===== config.mk =====
export PLATFORM = sky130hd
export DESIGN_NAME = score_board_mt
export DESIGN_NICKNAME = d
export VERILOG_FILES = /design/src/rtl/score_pkg.sv /design/src/rtl/score_undo_stack.sv /design/src/rtl/score_board_mt.sv
export SDC_FILE = /design/constraint.sdc
export NUM_CORES = 1
export LEC_CHECK = 0
export CORE_UTILIZATION = 30
export CTS_BUF_LIST = sky130_fd_sc_hd__clkbuf_4 sky130_fd_sc_hd__clkbuf_8 sky130_fd_sc_hd__clkbuf_16
export CTS_CLUSTER_SIZE = 14
export DETAILED_ROUTE_END_ITERATION = 7
export GPL_TIMING_DRIVEN = 0
export PLACE_DENSITY = 0.61
export REMOVE_ABC_BUFFERS = 1
export SKIP_CTS_REPAIR_TIMING = 1
export SYNTH_ARGS = -nofsm -noshare
export SYNTH_HDL_FRONTEND = slang
export SYNTH_SLANG_ARGS = --single-unit

===== constraint.sdc =====
create_clock -name clk -period 3.4 [get_ports clk]
set_input_delay 0.51 -clock clk [delete_from_list [all_inputs] [get_ports clk]]
set_output_delay 0.51 -clock clk [all_outputs]
set_load 0.03 [all_outputs]

===== src/rtl/score_pkg.sv =====
// score_pkg: shared definitions for the multi-team score register.
//   PTS_*          : add_pts code values
//   TEAM_IDX_W     : team field width stored in a history entry (up to 256 teams)
//   hist_entry_t   : undo history entry {team, applied delta}
//   team_idx_w()   : width of a team index for a given team count
package score_pkg;

  localparam logic [1:0] PTS_NONE  = 2'd0;
  localparam logic [1:0] PTS_ONE   = 2'd1;
  localparam logic [1:0] PTS_TWO   = 2'd2;
  localparam logic [1:0] PTS_THREE = 2'd3;

  localparam int TEAM_IDX_W = 8;

  typedef struct packed {
    logic [TEAM_IDX_W-1:0] team;
    logic [1:0]            delta;
  } hist_entry_t;

  function automatic int team_idx_w(input int teams);
    return (teams > 1) ? $clog2(teams) : 1;
  endfunction

endpackage


===== src/rtl/score_undo_stack.sv =====
// score_undo_stack: LIFO ring holding the newest DEPTH history entries.
// A push onto a full stack overwrites the oldest entry.
//   clk, rst    : clock, async active-high reset
//   clear_i     : synchronous empty (wins over push/pop)
//   push_i      : store entry_i as the new top
//   pop_i       : drop the top entry (ignored when empty or pushing)
//   top_o       : current top entry (valid when !empty_o)
//   empty_o     : no entries held
module score_undo_stack
  import score_pkg::*;
#(
  parameter int  DEPTH   = 8,
  parameter type entry_t = hist_entry_t
) (
  input  logic   clk,
  input  logic   rst,
  input  logic   clear_i,
  input  logic   push_i,
  input  logic   pop_i,
  input  entry_t entry_i,
  output entry_t top_o,
  output logic   empty_o
);

  localparam int PW = $clog2(DEPTH);
  localparam int CW = PW + 1;

  entry_t          mem_q [DEPTH];
  logic [PW-1:0]   wr_ptr_q;
  logic [CW-1:0]   count_q;

  // wr_ptr_q wraps naturally (DEPTH is a power of two), so the oldest
  // entry is simply the next one written once the count saturates.
  always_ff @(posedge clk or posedge rst) begin
    if (rst) begin
      wr_ptr_q <= '0;
      count_q  <= '0;
    end else if (clear_i) begin
      wr_ptr_q <= '0;
      count_q  <= '0;
    end else if (push_i) begin
      wr_ptr_q <= wr_ptr_q + PW'(1);
      if (count_q != CW'(DEPTH)) count_q <= count_q + CW'(1);
    end else if (pop_i && count_q != '0) begin
      wr_ptr_q <= wr_ptr_q - PW'(1);
      count_q  <= count_q - CW'(1);
    end
  end

  // Storage needs no reset: count_q gates every read.
  always_ff @(posedge clk) begin
    if (push_i && !clear_i) mem_q[wr_ptr_q] <= entry_i;
  end

  assign top_o   = mem_q[wr_ptr_q - PW'(1)];
  assign empty_o = (count_q == '0);

endmodule


===== src/rtl/score_board_mt.sv =====
// score_board_mt: parametrised multi-team saturating score register with
// per-team status and an optional bounded undo history.
// Undo history is built only when SCORE_BOARD_UNDO_EN is defined; otherwise
// undo is ignored and undo_empty is tied high. Ports are identical in both.
//   clk, rst            : clock, async active-high reset
//   clear               : synchronous clear of scores and history
//   add_valid/team/pts  : scoring event (pts 0 = no-op)
//   undo                : revert most recent recorded event
//   scores              : packed scores, team i at [i*SCORE_W +: SCORE_W]
//   at_max              : per-team score == MAX_SCORE
//   leader, tie         : highest-score team (lowest index on ties), tie flag
//   undo_empty          : no history available
module score_board_mt
  import score_pkg::*;
#(
  parameter  int TEAMS      = 2,
  parameter  int SCORE_W    = 7,
  parameter  int MAX_SCORE  = 2**SCORE_W - 1,
  parameter  int UNDO_DEPTH = 8,
  localparam int TW         = team_idx_w(TEAMS)
) (
  input  logic                     clk,
  input  logic                     rst,
  input  logic                     clear,
  input  logic                     add_valid,
  input  logic [TW-1:0]            add_team,
  input  logic [1:0]               add_pts,
  input  logic                     undo,
  output logic [TEAMS*SCORE_W-1:0] scores,
  output logic [TEAMS-1:0]         at_max,
  output logic [TW-1:0]            leader,
  output logic                     tie,
  output logic                     undo_empty
);

  localparam logic [SCORE_W-1:0] MAX_V = SCORE_W'(MAX_SCORE);

  logic [SCORE_W-1:0]    scores_q [TEAMS];
  logic [SCORE_W-1:0]    scores_d [TEAMS];

  logic [TEAMS-1:0]      team_sel;
  logic [SCORE_W-1:0]    cur_score;
  logic [SCORE_W-1:0]    pts_val;
  logic [SCORE_W-1:0]    headroom;
  logic [1:0]            delta;
  logic                  add_ok;
  logic                  push_ok;
  logic                  do_pop;
  logic [TEAM_IDX_W-1:0] pop_team;
  logic [1:0]            pop_delta;

  // Out-of-range team indices select nothing, which also rejects the add.
  always_comb begin
    team_sel  = '0;
    cur_score = '0;
    for (int i = 0; i < TEAMS; i++) begin
      if (add_team == TW'(i)) begin
        team_sel[i] = 1'b1;
        cur_score   = scores_q[i];
      end
    end
  end

  always_comb begin
    case (add_pts)
      PTS_ONE:   pts_val = SCORE_W'(1);
      PTS_TWO:   pts_val = SCORE_W'(2);
      PTS_THREE: pts_val = SCORE_W'(3);
      default:   pts_val = '0;
    endcase
  end

  assign add_ok   = add_valid && (add_pts != PTS_NONE) && (|team_sel);
  assign headroom = MAX_V - cur_score;
  // Clip to remaining headroom so the score lands exactly on MAX_SCORE.
  assign delta    = (headroom < pts_val) ? headroom[1:0] : add_pts;
  assign push_ok  = add_ok && (delta != 2'd0);

`ifdef SCORE_BOARD_UNDO_EN
  hist_entry_t push_entry;
  hist_entry_t top_entry;
  logic        hist_empty;

  // Any add_valid blocks undo, even when the add itself is rejected.
  assign do_pop     = undo && !add_valid && !hist_empty && !clear;
  assign push_entry = '{team: TEAM_IDX_W'(add_team), delta: delta};

  score_undo_stack #(
    .DEPTH   (UNDO_DEPTH),
    .entry_t (hist_entry_t)
  ) u_hist (
    .clk     (clk),
    .rst     (rst),
    .clear_i (clear),
    .push_i  (push_ok && !clear),
    .pop_i   (do_pop),
    .entry_i (push_entry),
    .top_o   (top_entry),
    .empty_o (hist_empty)
  );

  assign pop_team   = top_entry.team;
  assign pop_delta  = top_entry.delta;
  assign undo_empty = hist_empty;
`else
  logic [1:0] unused_nohist;

  assign unused_nohist = {undo, push_ok};
  assign do_pop        = 1'b0;
  assign pop_team      = '0;
  assign pop_delta     = '0;
  assign undo_empty    = 1'b1;
`endif

  always_comb begin
    for (int i = 0; i < TEAMS; i++) scores_d[i] = scores_q[i];
    if (clear) begin
      for (int i = 0; i < TEAMS; i++) scores_d[i] = '0;
    end else if (add_ok) begin
      for (int i = 0; i < TEAMS; i++)
        if (team_sel[i]) scores_d[i] = scores_q[i] + SCORE_W'(delta);
    end else if (do_pop) begin
      // Popped delta was applied exactly, so the subtraction cannot underflow.
      for (int i = 0; i < TEAMS; i++)
        if (pop_team == TEAM_IDX_W'(i)) scores_d[i] = scores_q[i] - SCORE_W'(pop_delta);
    end
  end

  always_ff @(posedge clk or posedge rst) begin
    if (rst) begin
      for (int i = 0; i < TEAMS; i++) scores_q[i] <= '0;
    end else begin
      for (int i = 0; i < TEAMS; i++) scores_q[i] <= scores_d[i];
    end
  end

  // Status is purely combinational from the registered scores.
  always_comb begin
    logic [SCORE_W-1:0] best;
    scores = '0;
    at_max = '0;
    leader = '0;
    tie    = 1'b0;
    best   = scores_q[0];
    for (int i = 0; i < TEAMS; i++) begin
      scores[i*SCORE_W +: SCORE_W] = scores_q[i];
      at_max[i] = (scores_q[i] == MAX_V);
    end
    // Strictly-greater keeps the lowest index on ties; a new best clears tie.
    for (int i = 1; i < TEAMS; i++) begin
      if (scores_q[i] > best) begin
        best   = scores_q[i];
        leader = TW'(i);
        tie    = 1'b0;
      end else if (scores_q[i] == best) begin
        tie = 1'b1;
      end
    end
  end

endmodule


==> results.cfg <==
[power]
vdd_ir_drop_max_mv = 0.112
powerDensity_nw_per_um2 = 253
p_leak_nw = 0.568

[placed_design]
dp_slack_ns = -0.633
place.gp.congestion = 0.756
dpl.hpwl_um = 2040
port_buffers = 24

[logic_synthesis]
synthTopCellsByCount = dfrtp_1, inv_1, nor2_1, ha_1
synth-edff-count = 0
synth_area_leaders = dfrtp_1, ha_1, xnor2_1
ys_seq_area_frac = 0.319
synth_top_cell_by_area = dfrtp_1
syn_area_sq_um = 1100
yosys_most_used_dff = dfrtp_1
syn_avg_cell_area_sq_um = 9.17
ys_warn_count = 0
ys_types = 35
netlist_instances = 120
synth_async_sr_flop_share = 1.00
synth-seq-cells = 14
synth_top_area_frac = 0.319

[clock_network]
cts_made_buffers = 3
cts_buffer_depth = 2
cts_root_buf = clkbuf_4
clk_latency_ns = 0.28
cts_tree = yes
clock_sinks = 14
clk_pin_slew_ns = 0.08
htreeDepth = 1

[worst_setup_path]
critical_path.startpoint_type = primary input
path_class = primary input to flip-flop
crit_required_ns = 3.55
cp_max_fo = 5
worstSetupEndpointType = flip-flop
worstPathArrival_ns = 3.38

[global_route]
antenna_found_initial = 0
grt_pass1_vias = 978
track_usage = 0.152
grt_max_degree = 15
grt_pass1_wl_um = 4740
grt_overflow_total = 0

[detailed_routing]
wl_per_cell_um = 14.4
dr.pass1.iters = 4
drc_errors = 0
vias = 964
postRouteAntennaNets = 0
drt_wl_total_um = 2740
vias_per_cell = 5.07
drt_iter0_drc = 32

[floorplan]
initial_core_util = 0.322
rows = 21
die-area_sq_um = 3910
io_pins = 27
core-area_sq_um = 3420
die_y_um = 62.5
die_w_um = 62.5

[final_layout]
syn2layout_area_growth_pct = 28.1
post-route-util = 0.412
largest_reg_flops = 14
fillers = 354
insertedDiodeCount = 0
multi_input_area_sq_um = 691
drive_gt1_frac = 0.0903
fin_nets = 168
regArea_sq_um = 350

[timing]
worstMarginPinSlew_ns = 0.628
worst_slack_ns = 0.164
period_share = 0.952
fin_skew_ns = 0.00578
rsz0062_at_grt = false
maxSlewHeadroom = 0.579
min_period_ns = 3.24
fmax_mhz = 309
finalMaxSlewViolations = 0
setup_viol = 0
final_hold_viol_count = 0

[run]
cap_violations = 0

[outcome]
status = finished, final reports clean

[worst_hold_path]
hold_path.class = primary input to async pin
==> worst paths after layout <==
check / slack [ns] / cells after the start / from / end
worst max register to register: 0.30 / 10 / scores[8]$_DFFE_PP0P_ / scores[4]$_DFFE_PP0P_
max in group asynchronous: 2.47 / 2 / rst / scores[0]$_DFFE_PP0P_
min in group clk: 0.58 / 2 / scores[6]$_DFFE_PP0P_ / scores[6]$_DFFE_PP0P_
worst max-delay path: 0.16 / 11 / add_pts[1] / scores[4]$_DFFE_PP0P_
worst min register to register: 0.58 / 2 / scores[6]$_DFFE_PP0P_ / scores[6]$_DFFE_PP0P_
worst min-delay path: 0.57 / 2 / rst / scores[10]$_DFFE_PP0P_
==> metal layers <==
layer	track usage	share of wire
met1	0.213	0.50
met2	0.239	0.44
met3	0.0255	0.048
met4	0.0436	0.011
met5	0	0
==> layout make-up <==
| cell class | count | share of cell area |
|---|---|---|
| multi-input cells | 89 | 0.490 |
| flip-flops and latches | 14 | 0.249 |
| repair buffers | 24 | 0.167 |
| well taps | 46 | 0.0409 |
| inverters | 14 | 0.0373 |
| clock buffers | 3 | 0.0160 |
==> placed cells by master, fill, tap and decap left out, types with 2 or more instances in the layout <==
| master | netlist | routed |
|---|---|---|
| a21oi_1 | 7 | 7 |
| clkbuf_4 | 0 | 3 |
| clkdlybuf4s50_1 | 0 | 23 |
| dfrtp_1 | 14 | 14 |
| fa_1 | 2 | 2 |
| ha_1 | 12 | 12 |
| inv_1 | 14 | 14 |
| mux2i_1 | 4 | 3 |
| nand2_1 | 8 | 8 |
| nand3_1 | 2 | 2 |
| nand4_1 | 2 | 2 |
| nor2_1 | 13 | 13 |
| nor3_1 | 5 | 5 |
| nor4_1 | 4 | 3 |
| o21ai_0 | 3 | 3 |
| or3_1 | 2 | 2 |
| xnor2_1 | 8 | 8 |
==> power by group <==
part / leakage (nW) / switching (mW) / internal (mW)
clock: 0.0138 / 0.0527 / 0.0411
sequential: 0.194 / 0.00475 / 0.169
combinational: 0.359 / 0.0535 / 0.0350
total: 0.568 / 0.111 / 0.245
==> critical path: stages <==
cell and delay [ns]:
clkdlybuf4s50_1 0.57, inv_1 0.07, ha_1 0.32, a221oi_4 0.38, mux2i_2 0.30, ha_1 0.21, inv_1 0.05, fa_1 0.41
nor4_1 0.35, xnor2_1 0.17, nor2_1 0.05
==> kinds of logic after synthesis <==
group,count (synthesis),synth area share
AO/OA/AOI/OAI,19,0.127
XOR/XNOR,8,0.0637
adder cells (fa/ha/maj),14,0.173
buffers and inverters,17,0.0626
flip-flops,14,0.319
multiplexers,6,0.0603
other,1,0.00341
AND/OR/NAND/NOR,41,0.191
==> through the flow <==
stage	cell area (sq um)	TNS [ns]	hold WS [ns]	instances	power (mW)
after floorplan	1080	0	0.399	117	0.227
after global placement	1380	-4.55	0.567	187	0.263
after detailed placement	1380	-5.94	0.568	187	0.265
after CTS	1400	-2.53	0.582	190	0.362
after global routing	1410	0	0.625	190	0.382
final	1410	0	0.566	190	0.356
No activity file was read; power rests on OpenSTA's default activity.
==> RTL change (same flow settings) <==
Change the parameter `SCORE_W` from 7 to 8.
--- a/src/rtl/score_board_mt.sv
+++ b/src/rtl/score_board_mt.sv
@@ -14,7 +14,7 @@
   import score_pkg::*;
 #(
   parameter  int TEAMS      = 2,
-  parameter  int SCORE_W    = 7,
+  parameter  int SCORE_W    = 8,
   parameter  int MAX_SCORE  = 2**SCORE_W - 1,
   parameter  int UNDO_DEPTH = 8,
   localparam int TW         = team_idx_w(TEAMS)
Interface: changed (resized scores); port bits go from 27 to 29. No check against the original RTL was run, so the function may have changed too.
==> RTL change against the original RTL <==
  * Total power increased by 24%
  * Sequential cell count increased by 2
  * Global-route usage decreased by 0.76 points
  * Via count increased by 13%
  * Routed wire length increased by 5.8%
  * First-iteration DRC count increased by 81%
  * Worst setup slack improved by 0.0084 ns
  * Final area increased by 11%
  * Synthesized area increased by 11%
  * Final cell count increased by 10%
  * Maximum frequency increased by 0.26%
  * Critical endpoint unchanged
==> RTL change: results (changes against the original RTL) <==
----------------------------------------------------
[Outcome]
  Status ... finished clean

[Logic synthesis]
  Count of different cell masters after synthesis ... 40 (+14%)
  Mean cell area of the mapped netlist ... 8.979 um2 (-2.0%)
  Sequential fraction of the synthesis area ... 32.79% (+0.93 points)
  Fraction of the mapped netlist area in compound gates ... 10.55% (-2.2 points)
  Fraction of the mapped netlist area in adder cells ... 16.60% (-0.69 points)
  Leading post-synthesis cells by cell area ... sky130_fd_sc_hd__dfrtp_1 (33%), sky130_fd_sc_hd__ha_1 (13%), sky130_fd_sc_hd__xnor2_1 (6.5%)
  Xor-xnor portion of the synthesized cell area ... 7.172% (+0.80 points)
  Leading post-synthesis cells by instance count ... sky130_fd_sc_hd__dfrtp_1 (16), sky130_fd_sc_hd__nor2_1 (16), sky130_fd_sc_hd__inv_1 (14)

[Route]
  Via count ... 1,089 (+13%)
  Detailed-route wire length ... 2.902 mm (+5.8%)
  Drt via density ... 5.211 (+2.7%)
  First-iteration detailed-routing DRC count ... 58 (+81%)

[Pwr]
  LEAKAGE ... 0.6233 nW (+9.8%)

[Place]
  Placement-stage worst setup slack ... -0.6055 ns (+0.02764 ns)
  PortBufs ... 26 (+8.3%)
  # placed instances ... 206 (+10%)
  Detailed Place HPWL ... 2.166 mm (+6.0%)
  Total cell area at the placement stage ... 0.001521 mm2 (+10%)
  Global placer's final weighted congestion ... 0.7426 (-1.7%)

[Global routing]
  Global Route Usage Sum ... 14.47% (-0.76 points)
  Global-route wire length before repair ... 4.781 mm (+0.86%)
  Maximum number of pins on one net before global-route repair ... 17 (+2)

[Worst setup path]
  Worst endpoint data arrival time ... 3.34 ns (-0.04 ns)

[Clock network]
  Clock-pin slew of the registers on the worst-case setup and hold paths ... 0.06 ns (-0.02 ns)
  Clock tree root buffer cell ... sky130_fd_sc_hd__clkbuf_8

[Timing]
  Post-route setup slack ... 0.1728 ns (+0.008421 ns)
  Final setup skew ... 0.002145 ns (-0.003637 ns)
  Hold Slack ... 0.5796 ns (+0.01337 ns)

[Layout]
  Share of post-route cells with drive strength above 1 ... 5.590% (-3.4 points)

----------------------------------------------------
[RTL change: cell count changes in the layout (fill, tap and decap cells not counted), sizes merged, moves of 2 or more]
cell	delta
nor2	+3
nor3	-3
a211oi	+2
a21oi	+2
clkdlybuf4s50	+2
dfrtp	+2
nand3	+2
nor4b	+2
or3	-2
[RTL change: where the power goes]
part / internal [mW] / switching [mW]
clock: 0.0787 / 0.0677
sequential: 0.193 / 0.00562
combinational: 0.0375 / 0.0584
total: 0.310 / 0.132
[RTL change: worst paths after layout]
path / cells after the start / from / to
min in group asynchronous: 2 / rst / scores[4]
worst min-delay path: 2 / scores[6] / scores[6]
worst min register to register: 2 / scores[6] / scores[6]
worst max-delay path: 11 / add_pts[1] / scores[4]
max in group asynchronous: 2 / rst / scores[8]
worst max register to register: 10 / scores[3] / scores[4]
[RTL change: area by class of cell]
class | count | area, um2
Fill cell | 375 | 2207
Multi-Input combinational cell | 102 | 754.5
Sequential cell | 16 | 400.4
Timing Repair Buffer | 26 | 255.2
Tap cell | 48 | 60.06
Inverter | 14 | 52.55
Clock buffer | 3 | 41.29
[RTL change: cells by family after synthesis]
family | Yosys count
XOR/XNOR | 10
adder cells (fa/ha/maj) | 15
flip-flops | 16
other | 1
buffers and inverters | 18
multiplexers | 6
AO/OA/AOI/OAI | 21
AND/OR/NAND/NOR | 49
[RTL change: per-layer routing]
layer / track usage (%) / share of wire (%) / vias to the layer above
li1: - / - / 527
met1: 20.77 / 49 / 518
met2: 21.43 / 44 / 40
met3: 2.759 / 6.2 / 4
met4: 4.891 / 1.1 / 0
met5: 0 / 0 / -
[RTL change: worst min-delay path: stages (launching register included)]
cell	delay, ns
sky130_fd_sc_hd__dfrtp_1	0.38
sky130_fd_sc_hd__xnor2_1	0.13
sky130_fd_sc_hd__nor2_1	0.04
